[src/rtl/mem_arb_pkg.sv]
// Shared types and constants for the unified instruction/data memory-port arbiter.
package mem_arb_pkg;

  typedef enum logic [1:0] {
    IDLE    = 2'd0,
    BUSY_IF = 2'd1,
    BUSY_LS = 2'd2
  } arb_state_e;

  typedef enum logic {
    OWN_IF = 1'b0,
    OWN_LS = 1'b1
  } owner_e;

  // RV32I NOP: a fetch aborted by timeout decodes as a harmless instruction.
  localparam logic [31:0] ERR_DATA_DEF = 32'h0000_0013;

endpackage

[src/rtl/mem_port_arbiter_if.sv]
// Bundle of the fetch, load/store and memory handshakes around the arbiter.
interface mem_port_arbiter_if #(
  parameter int ADDR_W = 32,
  parameter int DATA_W = 32
);
  logic              if_req;
  logic [ADDR_W-1:0] if_addr;
  logic              flush;
  logic              if_gnt;
  logic              if_rvalid;
  logic [DATA_W-1:0] if_rdata;

  logic              ls_req;
  logic              ls_we;
  logic [ADDR_W-1:0] ls_addr;
  logic [DATA_W-1:0] ls_wdata;
  logic [3:0]        ls_bmask;
  logic              ls_gnt;
  logic              ls_rvalid;
  logic [DATA_W-1:0] ls_rdata;

  logic              mem_req;
  logic              mem_we;
  logic [ADDR_W-1:0] mem_addr;
  logic [DATA_W-1:0] mem_wdata;
  logic [3:0]        mem_bmask;
  logic              mem_ack;
  logic [DATA_W-1:0] mem_rdata;

  logic              err;

  modport slave (
    input  if_req, if_addr, flush, ls_req, ls_we, ls_addr, ls_wdata, ls_bmask,
    input  mem_ack, mem_rdata,
    output if_gnt, if_rvalid, if_rdata, ls_gnt, ls_rvalid, ls_rdata,
    output mem_req, mem_we, mem_addr, mem_wdata, mem_bmask, err
  );

  modport master (
    output if_req, if_addr, flush, ls_req, ls_we, ls_addr, ls_wdata, ls_bmask,
    output mem_ack, mem_rdata,
    input  if_gnt, if_rvalid, if_rdata, ls_gnt, ls_rvalid, ls_rdata,
    input  mem_req, mem_we, mem_addr, mem_wdata, mem_bmask, err
  );

endinterface

[src/rtl/arb_timeout_ctr.sv]
// Watchdog for an outstanding memory request: expire flags the TIMEOUT_CYC-th enabled cycle.
module arb_timeout_ctr #(
  parameter int TIMEOUT_CYC = 64
) (
  input  logic i_clk,
  input  logic i_rst,
  input  logic clr,
  input  logic en,
  output logic expire
);

  localparam int CW = $clog2(TIMEOUT_CYC + 1);

  logic [CW-1:0] cnt;

  assign expire = en & (cnt == CW'(TIMEOUT_CYC - 1));

  always_ff @(posedge i_clk or negedge i_rst) begin
    if (!i_rst) begin
      cnt <= '0;
    end else if (clr) begin
      cnt <= '0;
    end else if (en && !expire) begin
      cnt <= cnt + CW'(1);
    end
  end

endmodule

[src/rtl/mem_port_arbiter.sv]
// Shares the single memory port between instruction fetch and the load/store unit,
// with LSU priority bounded by a streak limit, fetch kill on flush and a request watchdog.
module mem_port_arbiter
  import mem_arb_pkg::*;
#(
  parameter int                ADDR_W         = 32,
  parameter int                DATA_W         = 32,
  parameter int                MAX_LSU_STREAK = 4,
  parameter int                TIMEOUT_CYC    = 64,
  parameter logic [DATA_W-1:0] ERR_DATA       = DATA_W'(ERR_DATA_DEF)
) (
  input  logic               i_clk,
  input  logic               i_rst,
  mem_port_arbiter_if.slave  bus
);

  localparam int SW = $clog2(MAX_LSU_STREAK + 1);

  arb_state_e        state, state_nxt;
  owner_e            owner;
  logic [SW-1:0]     streak;
  logic              drop;
  logic              if_pend, force_if, if_gnt, ls_gnt, done, expire;
  logic [DATA_W-1:0] rd_data;

  logic              mem_req_p1, mem_we_p1, if_rvalid_p1, ls_rvalid_p1, err_p1;
  logic [ADDR_W-1:0] mem_addr_p1;
  logic [DATA_W-1:0] mem_wdata_p1, if_rdata_p1, ls_rdata_p1;
  logic [3:0]        mem_bmask_p1;

  // A flushed fetch is never pending; only a live fetch can force the LSU aside.
  assign if_pend  = bus.if_req & ~bus.flush;
  assign force_if = if_pend & (streak == SW'(MAX_LSU_STREAK));
  assign owner    = (state == BUSY_LS) ? OWN_LS : OWN_IF;
  assign rd_data  = bus.mem_ack ? bus.mem_rdata : ERR_DATA;

  arb_timeout_ctr #(.TIMEOUT_CYC(TIMEOUT_CYC)) u_timeout (
    .i_clk  (i_clk),
    .i_rst  (i_rst),
    .clr    (state == IDLE),
    .en     (state != IDLE),
    .expire (expire)
  );

  always_ff @(posedge i_clk or negedge i_rst) begin
    if (!i_rst) state <= IDLE;
    else        state <= state_nxt;
  end

  always_comb begin
    state_nxt = state;
    if_gnt    = 1'b0;
    ls_gnt    = 1'b0;
    done      = 1'b0;
    case (state)
      IDLE: begin
        if (i_rst) begin
          if (bus.ls_req && !force_if) begin
            ls_gnt    = 1'b1;
            state_nxt = BUSY_LS;
          end else if (if_pend) begin
            if_gnt    = 1'b1;
            state_nxt = BUSY_IF;
          end
        end
      end
      BUSY_IF, BUSY_LS: begin
        if (bus.mem_ack || expire) begin
          done      = 1'b1;
          state_nxt = IDLE;
        end
      end
      default: state_nxt = IDLE;
    endcase
  end

  always_ff @(posedge i_clk or negedge i_rst) begin
    if (!i_rst) begin
      streak <= '0;
    end else if (if_gnt || !if_pend) begin
      streak <= '0;
    end else if (ls_gnt && streak != SW'(MAX_LSU_STREAK)) begin
      streak <= streak + SW'(1);
    end
  end

  always_ff @(posedge i_clk or negedge i_rst) begin
    if (!i_rst)                              drop <= 1'b0;
    else if (done)                           drop <= 1'b0;
    else if (state == BUSY_IF && bus.flush)  drop <= 1'b1;
  end

  // Grant cycle -> request registers; completion cycle -> response registers.
  always_ff @(posedge i_clk or negedge i_rst) begin
    if (!i_rst) begin
      mem_req_p1   <= 1'b0;
      mem_we_p1    <= 1'b0;
      mem_addr_p1  <= '0;
      mem_wdata_p1 <= '0;
      mem_bmask_p1 <= '0;
      if_rvalid_p1 <= 1'b0;
      if_rdata_p1  <= '0;
      ls_rvalid_p1 <= 1'b0;
      ls_rdata_p1  <= '0;
      err_p1       <= 1'b0;
    end else begin
      if_rvalid_p1 <= 1'b0;
      ls_rvalid_p1 <= 1'b0;
      if (ls_gnt) begin
        mem_req_p1   <= 1'b1;
        mem_we_p1    <= bus.ls_we;
        mem_addr_p1  <= bus.ls_addr;
        mem_wdata_p1 <= bus.ls_wdata;
        mem_bmask_p1 <= bus.ls_bmask;
      end else if (if_gnt) begin
        mem_req_p1   <= 1'b1;
        mem_we_p1    <= 1'b0;
        mem_addr_p1  <= bus.if_addr;
        mem_wdata_p1 <= '0;
        mem_bmask_p1 <= '0;
      end else if (done) begin
        mem_req_p1 <= 1'b0;
        if (owner == OWN_LS) begin
          ls_rvalid_p1 <= 1'b1;
          ls_rdata_p1  <= (bus.mem_ack && mem_we_p1) ? '0 : rd_data;
        end else if (!(drop || bus.flush)) begin
          if_rvalid_p1 <= 1'b1;
          if_rdata_p1  <= rd_data;
        end
        if (!bus.mem_ack) err_p1 <= 1'b1;
      end
    end
  end

  assign bus.if_gnt    = if_gnt;
  assign bus.ls_gnt    = ls_gnt;
  assign bus.mem_req   = mem_req_p1;
  assign bus.mem_we    = mem_we_p1;
  assign bus.mem_addr  = mem_addr_p1;
  assign bus.mem_wdata = mem_wdata_p1;
  assign bus.mem_bmask = mem_bmask_p1;
  assign bus.if_rvalid = if_rvalid_p1;
  assign bus.if_rdata  = if_rdata_p1;
  assign bus.ls_rvalid = ls_rvalid_p1;
  assign bus.ls_rdata  = ls_rdata_p1;
  assign bus.err       = err_p1;

endmodule

[src/flat_wrapper.sv]
// flat-port wrapper written by rule: the top's interface ports become plain ports
module mem_port_arbiter_flat import mem_arb_pkg::*;
#(
  parameter int                ADDR_W         = 32,
  parameter int                DATA_W         = 32,
  parameter int                MAX_LSU_STREAK = 4,
  parameter int                TIMEOUT_CYC    = 64,
  parameter logic [DATA_W-1:0] ERR_DATA       = DATA_W'(ERR_DATA_DEF)
)
  (i_clk, i_rst, bus_if_req, bus_if_addr, bus_flush, bus_ls_req, bus_ls_we, bus_ls_addr, bus_ls_wdata, bus_ls_bmask, bus_mem_ack, bus_mem_rdata, bus_if_gnt, bus_if_rvalid, bus_if_rdata, bus_ls_gnt, bus_ls_rvalid, bus_ls_rdata, bus_mem_req, bus_mem_we, bus_mem_addr, bus_mem_wdata, bus_mem_bmask, bus_err);
  mem_port_arbiter_if #(.ADDR_W(ADDR_W), .DATA_W(DATA_W)) bus_i ();
  input  logic i_clk;
  input  logic i_rst;
  input wire logic [$bits(bus_i.if_req)-1:0] bus_if_req;
  input wire logic [$bits(bus_i.if_addr)-1:0] bus_if_addr;
  input wire logic [$bits(bus_i.flush)-1:0] bus_flush;
  input wire logic [$bits(bus_i.ls_req)-1:0] bus_ls_req;
  input wire logic [$bits(bus_i.ls_we)-1:0] bus_ls_we;
  input wire logic [$bits(bus_i.ls_addr)-1:0] bus_ls_addr;
  input wire logic [$bits(bus_i.ls_wdata)-1:0] bus_ls_wdata;
  input wire logic [$bits(bus_i.ls_bmask)-1:0] bus_ls_bmask;
  input wire logic [$bits(bus_i.mem_ack)-1:0] bus_mem_ack;
  input wire logic [$bits(bus_i.mem_rdata)-1:0] bus_mem_rdata;
  output wire logic [$bits(bus_i.if_gnt)-1:0] bus_if_gnt;
  output wire logic [$bits(bus_i.if_rvalid)-1:0] bus_if_rvalid;
  output wire logic [$bits(bus_i.if_rdata)-1:0] bus_if_rdata;
  output wire logic [$bits(bus_i.ls_gnt)-1:0] bus_ls_gnt;
  output wire logic [$bits(bus_i.ls_rvalid)-1:0] bus_ls_rvalid;
  output wire logic [$bits(bus_i.ls_rdata)-1:0] bus_ls_rdata;
  output wire logic [$bits(bus_i.mem_req)-1:0] bus_mem_req;
  output wire logic [$bits(bus_i.mem_we)-1:0] bus_mem_we;
  output wire logic [$bits(bus_i.mem_addr)-1:0] bus_mem_addr;
  output wire logic [$bits(bus_i.mem_wdata)-1:0] bus_mem_wdata;
  output wire logic [$bits(bus_i.mem_bmask)-1:0] bus_mem_bmask;
  output wire logic [$bits(bus_i.err)-1:0] bus_err;
  assign bus_i.if_req = bus_if_req;
  assign bus_i.if_addr = bus_if_addr;
  assign bus_i.flush = bus_flush;
  assign bus_i.ls_req = bus_ls_req;
  assign bus_i.ls_we = bus_ls_we;
  assign bus_i.ls_addr = bus_ls_addr;
  assign bus_i.ls_wdata = bus_ls_wdata;
  assign bus_i.ls_bmask = bus_ls_bmask;
  assign bus_i.mem_ack = bus_mem_ack;
  assign bus_i.mem_rdata = bus_mem_rdata;
  assign bus_if_gnt = bus_i.if_gnt;
  assign bus_if_rvalid = bus_i.if_rvalid;
  assign bus_if_rdata = bus_i.if_rdata;
  assign bus_ls_gnt = bus_i.ls_gnt;
  assign bus_ls_rvalid = bus_i.ls_rvalid;
  assign bus_ls_rdata = bus_i.ls_rdata;
  assign bus_mem_req = bus_i.mem_req;
  assign bus_mem_we = bus_i.mem_we;
  assign bus_mem_addr = bus_i.mem_addr;
  assign bus_mem_wdata = bus_i.mem_wdata;
  assign bus_mem_bmask = bus_i.mem_bmask;
  assign bus_err = bus_i.err;
  mem_port_arbiter #(.ADDR_W(ADDR_W), .DATA_W(DATA_W), .MAX_LSU_STREAK(MAX_LSU_STREAK), .TIMEOUT_CYC(TIMEOUT_CYC), .ERR_DATA(ERR_DATA)) u_core (.i_clk(i_clk), .i_rst(i_rst), .bus(bus_i));
endmodule
[config.mk]
export PLATFORM = sky130hd
export DESIGN_NAME = mem_port_arbiter_flat
export DESIGN_NICKNAME = d
export VERILOG_FILES = /design/src/rtl/mem_arb_pkg.sv /design/src/rtl/mem_port_arbiter_if.sv /design/src/rtl/arb_timeout_ctr.sv /design/src/rtl/mem_port_arbiter.sv /design/src/flat_wrapper.sv
export SDC_FILE = /design/constraint.sdc
export NUM_CORES = 1
export LEC_CHECK = 0
export ABC_AREA = 1
export CAP_MARGIN = 20
export CORE_ASPECT_RATIO = 1.75
export CORE_UTILIZATION = 40
export DETAILED_ROUTE_END_ITERATION = 10
export GPL_ROUTABILITY_DRIVEN = 0
export HOLD_SLACK_MARGIN = 0.02
export PLACE_DENSITY_LB_ADDON = 0.12
export SYNTH_ARGS = -nofsm -noshare
export SYNTH_HDL_FRONTEND = slang
export SYNTH_SLANG_ARGS = --single-unit
export TNS_END_PERCENT = 5
[constraint.sdc]
create_clock -name i_clk -period 1.84 [get_ports i_clk]
set_clock_uncertainty 0.15 [all_clocks]
set_input_delay 0.552 -clock i_clk [delete_from_list [all_inputs] [get_ports i_clk]]
set_output_delay 0.552 -clock i_clk [all_outputs]
set_load 0.01 [all_outputs]
==> run_results.csv <==
group,metric,value,unit
sta,rsz0062_at_grt,"yes",
setup_path,crit_type,"flip-flop to primary output",
min_path,min-delay-path-class,"input port to asynchronous set/reset pin",
placed_design,dp_hpwl,14800,um
clocking,clock_latency,430,ps
sta,timing.slew.headroom,45.1,%
floorplan,design.core.area,17000,um^2
routing,route.detailed.vias_per_inst,4.80,
sta,timing.final.crit_share,121,%
logic_synthesis,synth_enable_flop_cells,0,
power_and_ir_drop,combinationalPowerShare,44.6,%
cells_and_area,drive_gt1_share,13.0,%
global_route,grt_usage,26.2,%
logic_synthesis,synthesized_instance_count,850,
cells_and_area,number_of_nets_in_the_finished_design,1325,
logic_synthesis,syn_nets,995,
logic_synthesis,post_synthesis_async_set_or_reset_flop_share,100,%
logic_synthesis,ys_warn_count,0,
logic_synthesis,synth_commonest_cells,"sky130_fd_sc_hd__nand2_1 (289), sky130_fd_sc_hd__dfrtp_1 (150), sky130_fd_sc_hd__inv_1 (78)",
floorplan,die-height,177,um
cells_and_area,finalNonFillerCells,1419,
setup_path,highest_fanout_seen_on_the_critical_path,3,
placed_design,post-place-ws,-1160,ps
logic_synthesis,post_synth_main_area_contributors,"sky130_fd_sc_hd__dfrtp_1 (54%), sky130_fd_sc_hd__nand2_1 (16%), sky130_fd_sc_hd__o21ai_0 (5.4%)",
floorplan,io_pins,278,
logic_synthesis,post-synth-top-area-cell,"sky130_fd_sc_hd__dfrtp_1",
sta,finalHoldViolCount,0,
power_and_ir_drop,cell_internal_power,10.5,mW
routing,wire_per_inst,16.4,um
clocking,clockBufferDepth,2,
clocking,clockRootBuffer,"sky130_fd_sc_hd__clkbuf_16",
routing,routed-via-count,6817,
setup_path,reg2reg_slack,-320,ps
power_and_ir_drop,vdd.ir_drop.worst,730,uV
logic_synthesis,post-synth-top-count-cell,"sky130_fd_sc_hd__nand2_1",
setup_path,worst-endpoint-arrival,1530,ps
clocking,cts_tree,"done",
routing,drt_first_iter_violations,276,
power_and_ir_drop,finalPower,16.5,mW
global_route,remaining_overflow_grt,0,
clocking,clk_pin_slew_worst_paths,70,ps
global_route,grt_first_pass_wirelength,35700,um
sta,worst_pin_slew,824,ps
status,failed_checks,"setup timing",
run,cap_viol_max_count,0,
power_and_ir_drop,netSwitchingFraction,36.5,%
clocking,cts.sink_count,150,
logic_synthesis,synth_top_area_share,53.6,%
floorplan,initial_core_util,41.1,%
sta,number_of_setup_violations_in_the_final_report,142,
cells_and_area,diodes,0,
global_route,grt_max_degree,143,
sta,final_layout_setup_total_negative_slack,-33090,ps
logic_synthesis,yosys_register_bits,150,
power_and_ir_drop,net-switching-power,6.02,mW
global_route,antenna_found_initial,0,
floorplan,design.die.area,18000,um^2
placed_design,port_buffers,277,
clocking,ctsHtreeMaxLevel,4,
setup_path,worst-endpoint-required,1140,ps
power_and_ir_drop,leakage,5.95,nW
logic_synthesis,post_synth.cell_area_avg,8.23,um^2
logic_synthesis,post_synth_num_cell_types,33,
routing,detailedRoute.firstPassIterationCount,4,
cells_and_area,syn2layout_area_growth,64.5,%
logic_synthesis,mappedNetlistArea,7000,um^2
placed_design,post-place-cells,1352,
routing,detail_route.drc_violations,0,
sta,finalWorstSetupSlack,-395,ps
sta,period_needed,2240,ps
logic_synthesis,synth.yosys.seq_area_share,53.6,%
power_and_ir_drop,p_per_area,1430,nW/um^2
power_and_ir_drop,pwr-share-seq,33.6,%
clocking,tritoncts.num_buffers,17,
logic_synthesis,synth_ff_type,"sky130_fd_sc_hd__dfrtp_1",
sta,final_max_slew_viol_count,0,
power_and_ir_drop,clockPowerShare,21.8,%
sta,achievable-frequency,447,MHz
routing,drtAntennaViolNets,0,
global_route,first_global_vias,6875,
status,outcome,"finished with violations",
setup_path,cp-end-kind,"primary output",
setup_path,setup.worst_path.start_class,"flip-flop",
floorplan,fp.dieW,102,um
floorplan,number_of_core_rows,63,
routing,wl,23200,um
-- cell type report --
cell class / count / area, um^2
Fill cell: 1469 / 5520
Sequential cell: 150 / 3750
Timing Repair Buffer: 359 / 3750
Multi-Input combinational cell: 570 / 2790
Clock buffer: 20 / 447
Inverter: 82 / 328
Tap cell: 227 / 284
Clock inverter: 11 / 151
-- placed cells by master (no fill, tap or decap), types with 3 or more instances in the layout --
master and instances:
sky130_fd_sc_hd__nand2_1 283, sky130_fd_sc_hd__dfrtp_1 150, sky130_fd_sc_hd__clkdlybuf4s50_1 134, sky130_fd_sc_hd__dlygate4sd2_1 108, sky130_fd_sc_hd__inv_1 72, sky130_fd_sc_hd__nor2_1 67
sky130_fd_sc_hd__buf_4 44, sky130_fd_sc_hd__o21ai_0 38, sky130_fd_sc_hd__nand3_1 37, sky130_fd_sc_hd__a21oi_1 35, sky130_fd_sc_hd__o21bai_1 33, sky130_fd_sc_hd__o21ai_1 32
sky130_fd_sc_hd__clkdlybuf4s15_1 32, sky130_fd_sc_hd__buf_12 21, sky130_fd_sc_hd__clkbuf_16 18, sky130_fd_sc_hd__buf_6 9, sky130_fd_sc_hd__inv_2 6, sky130_fd_sc_hd__nand2_4 6
sky130_fd_sc_hd__o21ai_2 5, sky130_fd_sc_hd__nand2_2 4, sky130_fd_sc_hd__ha_1 4, sky130_fd_sc_hd__clkinvlp_4 4, sky130_fd_sc_hd__bufbuf_16 4, sky130_fd_sc_hd__buf_16 4
sky130_fd_sc_hd__nor2_4 3, sky130_fd_sc_hd__nand3_4 3, sky130_fd_sc_hd__inv_4 3, sky130_fd_sc_hd__bufinv_16 3
-- per-layer routing --
layer  GRT usage (%)  part of all wire [%]
met3            8.14                   7.4
met2            47.0                    54
met1            28.5                    37
met4            8.99                   2.0
met5               0                     0
-- worst max-delay path: stages, from the launching register on --
cell	delay, ps
sky130_fd_sc_hd__dfrtp_1	390
sky130_fd_sc_hd__inv_2	90
sky130_fd_sc_hd__ha_4	140
sky130_fd_sc_hd__nand2_4	50
sky130_fd_sc_hd__inv_2	60
sky130_fd_sc_hd__nand2_4	70
sky130_fd_sc_hd__nand2_4	90
sky130_fd_sc_hd__nand3_4	70
sky130_fd_sc_hd__inv_4	60
sky130_fd_sc_hd__buf_6	90
-- repair_timing --
item                       CTS  global route
hold buffers                 1             0
setup buffers               16            10
gates resized for setup    228            49
setup endpoints to repair  279           171
gates cloned                 9             1
hold endpoints to repair     7             0
pin swaps                   21             8
-- worst paths after layout --
kind,startpoint,to,depth (start not counted)
worst max register to register,u_core.streak[0],u_core.bus.ls_rdata[27],15
worst min-delay path,i_rst,u_core.bus.mem_addr[1],3
min in group i_clk,u_core.bus.mem_wdata[26],u_core.bus.mem_wdata[26],2
max in group asynchronous,i_rst,u_core.bus.ls_rdata[25],3
worst max-delay path,u_core.streak[0],bus_if_gnt,9
worst min register to register,u_core.bus.mem_wdata[26],u_core.bus.mem_wdata[26],2
-- power by group through the flow --
stage / Clock (mW) / Sequential (mW) / Combinational, mW
2_1_floorplan: 0 / 6.20 / 2.54
3_3_place_gp: 0 / 5.57 / 7.57
3_5_place_dp: 0 / 5.59 / 7.65
4_1_cts: 3.65 / 5.52 / 7.24
5_1_grt: 3.78 / 5.73 / 8.04
6_report: 3.59 / 5.54 / 7.36
-- stage by stage --
stage	cell area, um^2	hold WS, ps	utilization (%)
floorplan	7030	106	-
global placement	10300	302	60.6
detailed placement	10300	308	60.6
CTS	11300	286	66.5
global route	11500	295	67.6
finish	11500	200	67.6
-- flip-flops by register name, indices dropped and copies added, names as in the netlist, 2 cells and up --
name	flops
u_core.bus.if_rdata	32
u_core.bus.mem_bmask	4
u_core.bus.ls_rdata	32
u_core.bus.mem_addr	32
u_core.bus.mem_wdata	32
u_core.streak	3
u_core.u_timeout.cnt	7
u_core.state	2
-- cell families after synthesis --
kind of cell / Yosys count / share of synthesized area (%)
simple gates: 414 / 24.8
buf+inv: 132 / 8.51
fa+ha+maj: 6 / 1.07
xor+xnor: 2 / 0.250
flops: 150 / 53.6
compound gates: 146 / 11.7
Note: power is estimated with default switching activity, not from simulation.
